<file path="src/rtl/me_min_search.sv">
// Minimum-SAD search responder: accepts a four-phase req/ack request, kicks the
// SAD datapath with a one-cycle start, and tracks the best candidate index.
module me_min_search #(
  parameter int TB_LENGTH    = 16,
  parameter int SW_LENGTH    = 64,
  parameter int PE_OUT_WIDTH = 8,
  localparam int NUM_CAND    = (SW_LENGTH - TB_LENGTH + 1) ** 2,
  localparam int CNT_WIDTH   = $clog2(NUM_CAND),
  localparam int SAD_WIDTH   = $clog2(TB_LENGTH ** 2) + PE_OUT_WIDTH
) (
  input  logic                 clk,
  input  logic                 rst_n,
  input  logic                 req,
  input  logic                 sad_valid,
  input  logic [SAD_WIDTH-1:0] sad_in,
  output logic                 start,
  output logic                 busy,
  output logic [SAD_WIDTH-1:0] min_sad,
  output logic [CNT_WIDTH-1:0] min_mvec,
  output logic                 ack
);

  localparam logic [CNT_WIDTH-1:0] LAST_CNT = CNT_WIDTH'(NUM_CAND - 1);

  typedef enum logic [1:0] {
    IDLE,
    RUN,
    DONE
  } state_t;

  state_t                 state;
  logic [CNT_WIDTH-1:0]   cnt;
  logic [SAD_WIDTH-1:0]   best_sad;
  logic [CNT_WIDTH-1:0]   best_idx;
  logic [SAD_WIDTH-1:0]   cand_sad;
  logic [CNT_WIDTH-1:0]   cand_idx;

  // Running minimum including the current candidate; strict compare keeps
  // the earliest index on ties.
  always_comb begin
    // NOTE: defaults first so every path assigns both signals and no latch is inferred.
    cand_sad = best_sad;
    cand_idx = best_idx;
    if (sad_in < best_sad) begin
      cand_sad = sad_in;
      cand_idx = cnt;
    end
  end

  // NOTE: all state is updated with non-blocking assignments so every register
  // samples pre-edge values regardless of statement order.
  always_ff @(posedge clk) begin
    if (!rst_n) begin
      state    <= IDLE;
      cnt      <= '0;
      best_sad <= '0;
      best_idx <= '0;
      start    <= 1'b0;
      busy     <= 1'b0;
      ack      <= 1'b0;
      min_sad  <= '0;
      min_mvec <= '0;
    end else begin
      start <= 1'b0;
      unique case (state)
        IDLE: begin
          if (req) begin
            state    <= RUN;
            cnt      <= '0;
            best_sad <= '1;
            best_idx <= '0;
            start    <= 1'b1;
            busy     <= 1'b1;
          end
        end
        RUN: begin
          if (!req) begin
            // Abort: drop the partial search, published result is untouched.
            state <= IDLE;
            busy  <= 1'b0;
          end else if (sad_valid) begin
            best_sad <= cand_sad;
            best_idx <= cand_idx;
            if (cnt == LAST_CNT) begin
              state    <= DONE;
              busy     <= 1'b0;
              min_sad  <= cand_sad;
              min_mvec <= cand_idx;
              ack      <= 1'b1;
            end else begin
              cnt <= cnt + 1'b1;
            end
          end
        end
        DONE: begin
          if (!req) begin
            state <= IDLE;
            ack   <= 1'b0;
          end
        end
        default: state <= IDLE;
      endcase
    end
  end

endmodule

</file>
<file path="config.mk">
export PLATFORM = sky130hd
export DESIGN_NAME = me_min_search
export DESIGN_NICKNAME = d
export VERILOG_FILES = /design/src/rtl/me_min_search.sv
export SDC_FILE = /design/constraint.sdc
export NUM_CORES = 1
export LEC_CHECK = 0
export CELL_PAD_IN_SITES_DETAIL_PLACEMENT = 1
export CELL_PAD_IN_SITES_GLOBAL_PLACEMENT = 1
export CORE_MARGIN = 8
export CORE_UTILIZATION = 30
export CTS_CLUSTER_DIAMETER = 200
export DETAILED_ROUTE_END_ITERATION = 16
export PLACE_DENSITY = 0.7
export SLEW_MARGIN = 5
export SYNTH_ARGS = -nofsm -noshare
export SYNTH_HDL_FRONTEND = slang
export SYNTH_SLANG_ARGS = --single-unit
</file>
<file path="constraint.sdc">
create_clock -name clk -period 2.8 [get_ports clk]
set_clock_uncertainty 0.1 [all_clocks]
set_input_delay 0.56 -clock clk [delete_from_list [all_inputs] [get_ports clk]]
set_output_delay 0.56 -clock clk [all_outputs]
set_load 0.02 [all_outputs]
</file>
==> run_results.csv, run 1 <==
group,metric,value,unit
timing,worst_slack,0.0444,ns
placement,numPlacedInstances,581,
finish,final_nets,491,
timing,period_share,0.984,
timing,finalSetupTns,0,ns
floorplanning,initial_core_util,0.307,
synthesis,syn_area_per_cell,8.71,sq um
clock_network,clkTransAtPathRegs,0.09,ns
placement,port_buffers,50,
pwr,power.density,520,nW/um^2
timing,finalHoldViolCount,0,
synthesis,async_flop_share,0,
setup_path,critical_path_class,"in2reg",
setup_path,cp_max_fo,10,
floorplanning,core_area,10800,sq um
setup_path,critPathSlowestCell,"clkdlybuf4s50_1",
setup_path,crit_chain,"clkdlybuf4s50_1, ha_1, and4_4, a31oi_1, o21ai_1, a211o_2, or2_4, buf_4, buf_12, o22ai_1",
setup_path,startpoint_type,"primary input",
clock_network,cts_buffers,9,
setup_path,critPathMaxStageDelay,0.43,ns
synthesis,synthDistinctLibCells,42,
route,routedWlPerCell,16.8,um
global_route,first_global_vias,3286,
floorplanning,num_io_pins,51,
route,drt_iter0_markers,144,
floorplanning,die_w,121,um
placement,dpl_cell_area,4150,sq um
global_route,track_usage,0.139,
finish,syn2layout_area_growth,34.0,%
route,ant_nets,0,
setup_path,worstPathArrival,2.94,ns
global_route,antenna_found_initial,0,
clock_network,cts_root_buffer,"clkbuf_8",
placement,pre_cts_slack,-0.495,ns
clock_network,cts_hold_buffers,0,
clock_network,clkLatencyLatePin,0.35,ns
floorplanning,die_area,14700,sq um
timing,setup_viol,0,
timing,hold_ws,0.354,ns
synthesis,synth_edf_count,0,
job,maxCapViolations,0,
finish,stdcell_count,599,
clock_network,cts_tree,"built",
synthesis,synth-seq-cells,73,
timing,min_period,2.76,ns
floorplanning,die_h,121,um
clock_network,cts_htree_levels,3,
finish,final_area,4460,sq um
clock_network,clk_path_buf_depth,2,
setup_path,rrSetupSlack,0.26,ns
finish,diodes,0,
setup_path,endpoint_kind,"flip-flop",
route,routed_via_density,5.11,
global_route,overflow,0,
timing,slew-limit-headroom,0.508,
finish,layout-drive-gt1-share,0.166,
route,routed_wl,10100,um
global_route,grt_pass1_wl,16600,um
outcome,outcome,"complete, no violations",
hold_path,hp-class,"reg2reg",
synthesis,synth_flop_cell,"dfxtp_1",
floorplanning,num_rows,38,
pwr,peakVddDrop,0.316,mV
route,drc,0,
clock_network,clock_sinks,73,
setup_path,required,2.98,ns
synthesis,synthCells,382,
synthesis,yosys_warnings,0,
finish,utilization,0.411,
placement,place.gp.congestion,0.758,
pwr,p_total,2.32,mW
placement,dp_hpwl,6850,um
synthesis,syn-cell-area,3330,sq um
pwr,p_leak,1.70,nW
route,first_pass_iters,4,
global_route,grt_max_degree,47,
route,vias,3063,
synthesis,syn_nets,419,
timing,fmax,363,MHz
timing,drv_slew,0,
synthesis,ys_seq_area_frac,0.439,
timing,worst_pin_slew,0.734,ns
## worst paths after layout
| check | startpoint | end | depth (start not counted) |
|---|---|---|---|
| worst max register to register | best_sad[10] | best_idx[6] | 10 |
| worst min-delay path | min_mvec[3] | min_mvec[3] | 2 |
| worst min register to register | min_mvec[3] | min_mvec[3] | 2 |
| worst max-delay path | sad_in[15] | best_idx[6] | 10 |
## cell usage after synthesis (all sizes together), types with 3 or more instances
cell    instances  area share
ha             17       0.064
clkbuf         13       0.015
nand4           4      0.0075
nand3          11       0.017
nor2           44       0.050
o22ai          10       0.019
dfxtp          73        0.44
xor2            9       0.024
inv            20       0.023
o21ai          27       0.041
a21oi          17       0.029
and3            4      0.0075
a211oi         19       0.043
and4            3      0.0079
nand2          38       0.043
o221a          16       0.054
buf            12       0.024
nor3           21       0.033
## flip-flops by register name (all words and copies together) (netlist names), 2 cells and up
signal and count:
min_sad 16, cnt 12, state 2, best_sad 16, best_idx 12, min_mvec 12
## cell type report
type,count,area (sq um)
clock buffer,9,124
clock inverter,7,95.1
fill,1288,6380
inverter,21,78.8
multi-input combinational,263,1720
sequential,73,1460
tap,140,175
timing repair buffer,86,808
## repair_timing
item / 4_1_cts / 5_1_grt
pin swaps: 3 / 5
endpoints found under the hold margin: 0 / 0
setup endpoints to repair: 32 / 51
gates resized for setup: 5 / 16
buffers inserted: 2 / 0
## critical path, delay by kind of cell
kind / cells / cell delay, ns
compound gates: 4 / 0.81
fa+ha+maj: 1 / 0.32
simple gates: 2 / 0.49
buf+inv: 3 / 0.74
## power breakdown
part	leakage (nW)	internal (mW)	switching (mW)
clock	0.0975	0.500	0.440
combinational	1.01	0.137	0.161
sequential	0.593	1.06	0.0191
## cell families after synthesis
kind of cell               share of synthesized area
adders and majority gates                     0.0639
muxes                                        0.00301
buffers and inverters                         0.0624
xor gates and xnor gates                      0.0263
AOI/OAI and AO/OA                              0.221
DFF                                            0.439
and+or+nand+nor                                0.184
## placed cells by master, fill, tap and decap left out, types with 8 or more instances in the layout
cell type        synthesis  final
dfxtp_1                 73     73
clkbuf_8                 0      9
inv_1                   20     20
ha_1                    17     16
a211oi_1                19     18
nand3_1                 11     11
xor2_1                   9      9
o221a_1                  8      8
nor3_1                  20     20
o221a_2                  8      8
nand2_1                 38     37
o21ai_0                 26     25
buf_4                    3     32
clkdlybuf4s50_1          0     45
a21oi_1                 16     15
o22ai_1                 10      9
nor2_1                  44     44
## layer usage
layer  track usage  vias to the layer above  wire (um)  part of all wire
met5             0                        -          0                 0
met2         0.225                       56       4750              0.47
met4        0.0509                        0        156             0.015
met3        0.0312                       10        413             0.041
met1         0.176                     1491       4770              0.47
li1              -                     1506          -                 -
Power figures use the tool's default switching activity.
==> run 2: changes to the inputs <==
- CORE_MARGIN: 8 -> not set
- GPL_ROUTABILITY_DRIVEN: not set -> 1
==> run 2 against run 1 <==
Against the previous run: global-route usage increased by 2.7 points; setup slack worse by 0.016 ns; sequential power about the same; sequential cell count unchanged; critical path depth grew 1; die area is 22% lower; first-iteration DRC count down 4.2%; count of clock-buffer cells in the layout increased by 2; combinational power increased by 16%; cell count increased by 0.50%; non-clock buffer count is 3 higher; maximum frequency decreased by 0.57%; largest power group unchanged; highest routed layer unchanged.
==> run_results.csv, run 2 (synthesis gave the netlist of run 1 again) <==
group,metric,value,unit
outcome,outcome,"complete, no violations",
timing,worst_slack,0.0287,ns
floorplanning,num_rows,38,
timing,worst_pin_slew,0.533,ns
setup_path,startpoint_type,"primary input",
setup_path,crit_path_frequent_cell,"buf_4",
setup_path,critPathMaxStageDelay,0.44,ns
route,wl_met2,4450,um
floorplanning,die_w,107,um
finish,final_nets,494,
finish,syn2layout_area_growth,37.6,%
floorplanning,num_io_pins,51,
route,routed_via_density,5.12,
finish,multiInputGateArea,1760,sq um
route,first_pass_iters,4,
timing,finalHoldViolCount,0,
placement,dpl_cell_area,4160,sq um
timing,slew-limit-headroom,0.643,
timing,fmax,361,MHz
setup_path,cp_max_fo,6,
setup_path,r2r-end,"best_sad[14]",
global_route,overflow,0,
timing,min_period,2.77,ns
route,dr.max_layer_used,"met4",
setup_path,critPathSlowestCell,"clkdlybuf4s50_1",
route,routed_wl,9600,um
setup_path,required,3.00,ns
floorplanning,initial_core_util,0.307,
finish,final_cell_mix,"dfxtp_1, nor2_1, clkdlybuf4s50_1",
route,ant_nets,0,
floorplanning,die_area,11500,sq um
placement,dp_hpwl,6140,um
clock_network,clock_sinks,73,
clock_network,cts_root_buffer,"clkbuf_8",
floorplanning,core_area,10800,sq um
route,vias,3081,
hold_path,hold-path-endpoint,"min_mvec[3]",
clock_network,clkTransAtPathRegs,0.08,ns
timing,hold_ws,0.352,ns
route,routedWlPerCell,15.9,um
setup_path,rrSetupSlack,0.26,ns
placement,port_buffers,50,
setup_path,path_buf_inv,4,
hold_path,hp-class,"reg2reg",
clock_network,cts_tree,"built",
clock_network,clkLatencyLatePin,0.35,ns
setup_path,reg2reg_from,"best_sad[10]",
clock_network,cts_buffers,9,
finish,fill_cells,1256,
finish,final_area,4580,sq um
pwr,power.density,486,nW/um^2
route,drt_iter0_markers,138,
job,maxCapViolations,0,
timing,period_share,0.990,
finish,diodes,0,
route,wl_met3,272,um
finish,layout_commonest_cell,"dfxtp_1",
hold_path,hold_start,"min_mvec[3]",
finish,largestRegisters,"best_sad (16), min_sad (16)",
timing,setup_viol,0,
route,drc,0,
setup_path,timing.reg2reg.worst_path_depth,11,
global_route,grt_pass1_wl,15000,um
timing,drv_slew,0,
setup_path,worstPathArrival,2.97,ns
placement,pre_cts_slack,-0.557,ns
placement,place.gp.congestion,0.801,
hold_path,holdPathStages,2,
clock_network,cts_htree_levels,3,
setup_path,cp_top_family,"compound AO/OA/AOI/OAI gates",
floorplanning,die_h,107,um
setup_path,critical_path_class,"in2reg",
clock_network,clk_path_buf_depth,2,
route,met1_length,4740,um
finish,layout-drive-gt1-share,0.171,
global_route,antenna_found_initial,0,
global_route,track_usage,0.166,
pwr,peakVddDrop,0.186,mV
setup_path,crit_chain,"clkdlybuf4s50_1, ha_1, a21o_1, a21oi_2, o221ai_1, a211o_1, buf_4, a21oi_4, buf_12, buf_4, o221a_2",
global_route,first_global_vias,3048,
pwr,p_leak,1.74,nW
global_route,grt_max_degree,47,
setup_path,endpoint_kind,"flip-flop",
finish,seq_area,1460,sq um
[run 2: changes by cell type in the layout (fill, tap and decap cells not counted), sizes merged]
cell / delta
clkbuf: +5
dlygate4sd2: -1
inv: +1
bufinv: -2
clkdlybuf4s50: -1
dlymetal6s2s: +2
clkinv: -1
[run 2: what timing repair did]
item,in CTS,in global routing
buffers inserted,0,2
pin swaps,0,12
cloned,0,3
hold buffers,0,0
gates resized for setup,3,18
setup endpoints to repair,35,41
[run 2: worst max-delay path by stage]
stage	cells past startpoint	slack [ns]	from	to
2_1_floorplan	9	0.29	sad_in[15]	best_sad[0]
3_3_place_gp	10	-0.48	sad_in[15]	min_sad[15]
3_5_place_dp	10	-0.56	sad_in[15]	min_sad[0]
4_1_cts	9	-0.0009	sad_in[10]	best_sad[9]
5_1_grt	11	-0.04	sad_in[5]	best_sad[14]
6_report	11	0.03	sad_in[5]	best_sad[14]
[run 2: layer usage]
metal	up-vias	GRT usage
met2	46	0.262
met4	0	0.0538
met1	1514	0.225
li1	1511	-
met3	10	0.0351
met5	-	0
[run 2: where the power goes]
| part | internal, mW | switching [mW] | total [mW] |
|---|---|---|---|
| clock network | 0.373 | 0.429 | 0.802 |
| registers | 1.06 | 0.0196 | 1.08 |
| logic | 0.169 | 0.177 | 0.346 |
| total | 1.60 | 0.625 | 2.23 |
[run 2: layout make-up]
class                   instances  share of cell area
inverters                      21              0.0172
multi-input cells             263               0.385
clock inverters                 5             0.00847
well taps                     140              0.0383
clock buffers                  11              0.0331
flip-flops and latches         73               0.319
repair buffers                 89               0.199
[run 2: metrics by stage]
step / total power, mW / setup TNS, ns / instances / utilization
after CTS: 2.18 / -0.000853 / 597 / 0.403
after global placement: 1.37 / -22.43 / 581 / 0.384
after detailed placement: 1.38 / -25.10 / 581 / 0.384
after global routing: 2.32 / -0.190 / 602 / 0.422
after floorplan: 1.25 / 0 / 382 / -
final: 2.23 / 0 / 602 / 0.422
[run 2: worst reg2reg max path, cell delays in order, from the launching register on]
cell,delay [ns]
dfxtp_1,0.38
inv_1,0.09
ha_4,0.27
and4_4,0.23
nand2_2,0.09
a2111oi_4,0.30
a211o_1,0.20
buf_4,0.15
a21oi_4,0.06
buf_12,0.14
buf_4,0.16
o221a_2,0.27
==> run 3: changes to the inputs <==
- ABC_CLOCK_PERIOD_IN_PS: not set -> 2900
- clock period: 2.8 -> 2.9 ns (I/O delays scaled with it)
==> run 3 against run 2 <==
Against the previous run: global-route usage rose by 0.27 points; sequential cell count stayed put; critical path type unchanged; critical endpoint is now best_sad[5]; utilization fell by 0.98 points; critical path depth fell by 2.
==> run_results.csv, run 3 (synthesis gave the netlist of run 1 again) <==
group,metric,value,unit
outcome,outcome,"complete, no violations",
pwr,p_leak,1.70,nW
setup_path,endpoint_kind,"flip-flop",
clock_network,clk_path_buf_depth,2,
floorplanning,die_h,107,um
finish,layout-drive-gt1-share,0.141,
finish,stdcell_count,595,
placement,pre_cts_slack,-0.494,ns
timing,finalSetupTns,0,ns
clock_network,clock_sinks,73,
setup_path,critical_path_class,"in2reg",
placement,port_buffers,50,
setup_path,worstPathArrival,2.96,ns
floorplanning,num_io_pins,51,
job,maxCapViolations,0,
clock_network,cts_root_buffer,"clkbuf_8",
setup_path,cp_max_fo,17,
route,routedWlPerCell,15.6,um
hold_path,hold_start,"min_mvec[9]",
global_route,first_global_vias,3047,
timing,period_share,0.972,
clock_network,cts_tree,"built",
placement,place.gp.congestion,0.813,
clock_network,clkTransAtPathRegs,0.07,ns
route,vias,2990,
finish,final_cell_mix,"dfxtp_1, clkdlybuf4s50_1, nor2_1",
global_route,track_usage,0.168,
global_route,overflow,0,
floorplanning,core_area,10800,sq um
setup_path,reg2reg_from,"best_sad[9]",
setup_path,crit_chain,"clkdlybuf4s50_1, ha_1, and4_1, nand2_1, o221ai_1, a211o_1, or2_1, buf_4, o221a_1",
floorplanning,num_rows,38,
finish,seq_area,1460,sq um
setup_path,cp_top_family,"compound AO/OA/AOI/OAI gates",
pwr,p_total,2.41,mW
route,ant_nets,0,
setup_path,required,3.04,ns
timing,worst_pin_slew,0.720,ns
clock_network,cts_buffers,9,
timing,slew-limit-headroom,0.517,
clock_network,cts_htree_levels,3,
finish,fill_cells,1268,
global_route,antenna_found_initial,0,
finish,diodes,0,
clock_network,clkLatencyLatePin,0.36,ns
setup_path,path_buf_inv,2,
pwr,peakVddDrop,0.237,mV
clock_network,cts_hold_buffers,0,
timing,worst_slack,0.0820,ns
setup_path,startpoint,"sad_in[9]",
pwr,power.density,538,nW/um^2
route,routed_wl,9260,um
placement,numPlacedInstances,579,
global_route,grt_max_degree,47,
setup_path,critPathSlowestCell,"clkdlybuf4s50_1",
timing,finalHoldViolCount,0,
finish,layout_commonest_cell,"dfxtp_1",
route,first_pass_iters,4,
setup_path,startpoint_type,"primary input",
route,drc,0,
timing,drv_slew,0,
timing,min_period,2.82,ns
route,routed_via_density,5.03,
finish,syn2layout_area_growth,34.4,%
timing,setup_viol,0,
finish,multiInputGateArea,1680,sq um
route,drt_iter0_markers,63,
finish,final_nets,488,
floorplanning,die_w,107,um
hold_path,hp-class,"reg2reg",
floorplanning,die_area,11500,sq um
global_route,grt_pass1_wl,15000,um
placement,dp_hpwl,6160,um
floorplanning,initial_core_util,0.307,
finish,largestRegisters,"best_sad (16), min_sad (16)",
setup_path,critPathMaxStageDelay,0.46,ns
timing,fmax,355,MHz
==> run 3: path summary, 6_finish.rpt <==
check	slack (ns)	cells after the start	endpoint
hold reg to reg	0.36	2	min_mvec[9]
hold / removal	0.36	2	min_mvec[9]
setup / recovery	0.08	9	best_sad[5]
setup reg to reg	0.36	9	best_sad[5]
==> run 3: what timing repair did <==
| action | 4_1_cts | 5_1_grt |
|---|---|---|
| setup buffers | 0 | 0 |
| gates resized for setup | 2 | 3 |
| pin swaps | 0 | 1 |
| setup endpoints to repair | 35 | 15 |
| cloned | 0 | 1 |
==> run 3: area by class of cell <==
class	count	area share
multi-input cells	263	0.375
flip-flops and latches	73	0.327
repair buffers	83	0.182
well taps	140	0.0392
clock buffers	10	0.0308
clock inverters	5	0.0285
inverters	21	0.0176
==> run 3: metal layers <==
| metal | track usage | part of all wire |
|---|---|---|
| met3 | 0.0260 | 0.026 |
| met2 | 0.275 | 0.46 |
| met5 | 0 | 0 |
| met4 | 0.0763 | 0.019 |
| met1 | 0.219 | 0.49 |
==> run 3: through the flow <==
| stage | hold WS [ns] | instance area [sq um] | utilization |
|---|---|---|---|
| after detailed placement | 0.353 | 4160 | 0.384 |
| after global placement | 0.346 | 4160 | 0.384 |
| after CTS | 0.366 | 4430 | 0.409 |
| after floorplan | 0.346 | 3330 | - |
| final | 0.359 | 4470 | 0.413 |
| after global routing | 0.387 | 4470 | 0.413 |
==> run 3: power by group <==
part           total [mW]  internal [mW]  leakage (nW)  switching (mW)
Clock                1.08          0.677         0.129           0.401
Sequential           1.04           1.02         0.593          0.0184
Combinational       0.287          0.135         0.974           0.152
==> run 3: worst reg2reg max path, cell delays in order (launching register included) <==
cell,delay (ns)
dfxtp_1,0.38
inv_1,0.07
ha_1,0.29
and4_1,0.21
nand2_1,0.15
o221ai_1,0.16
a211o_1,0.36
or2_1,0.24
buf_4,0.21
o221a_1,0.26
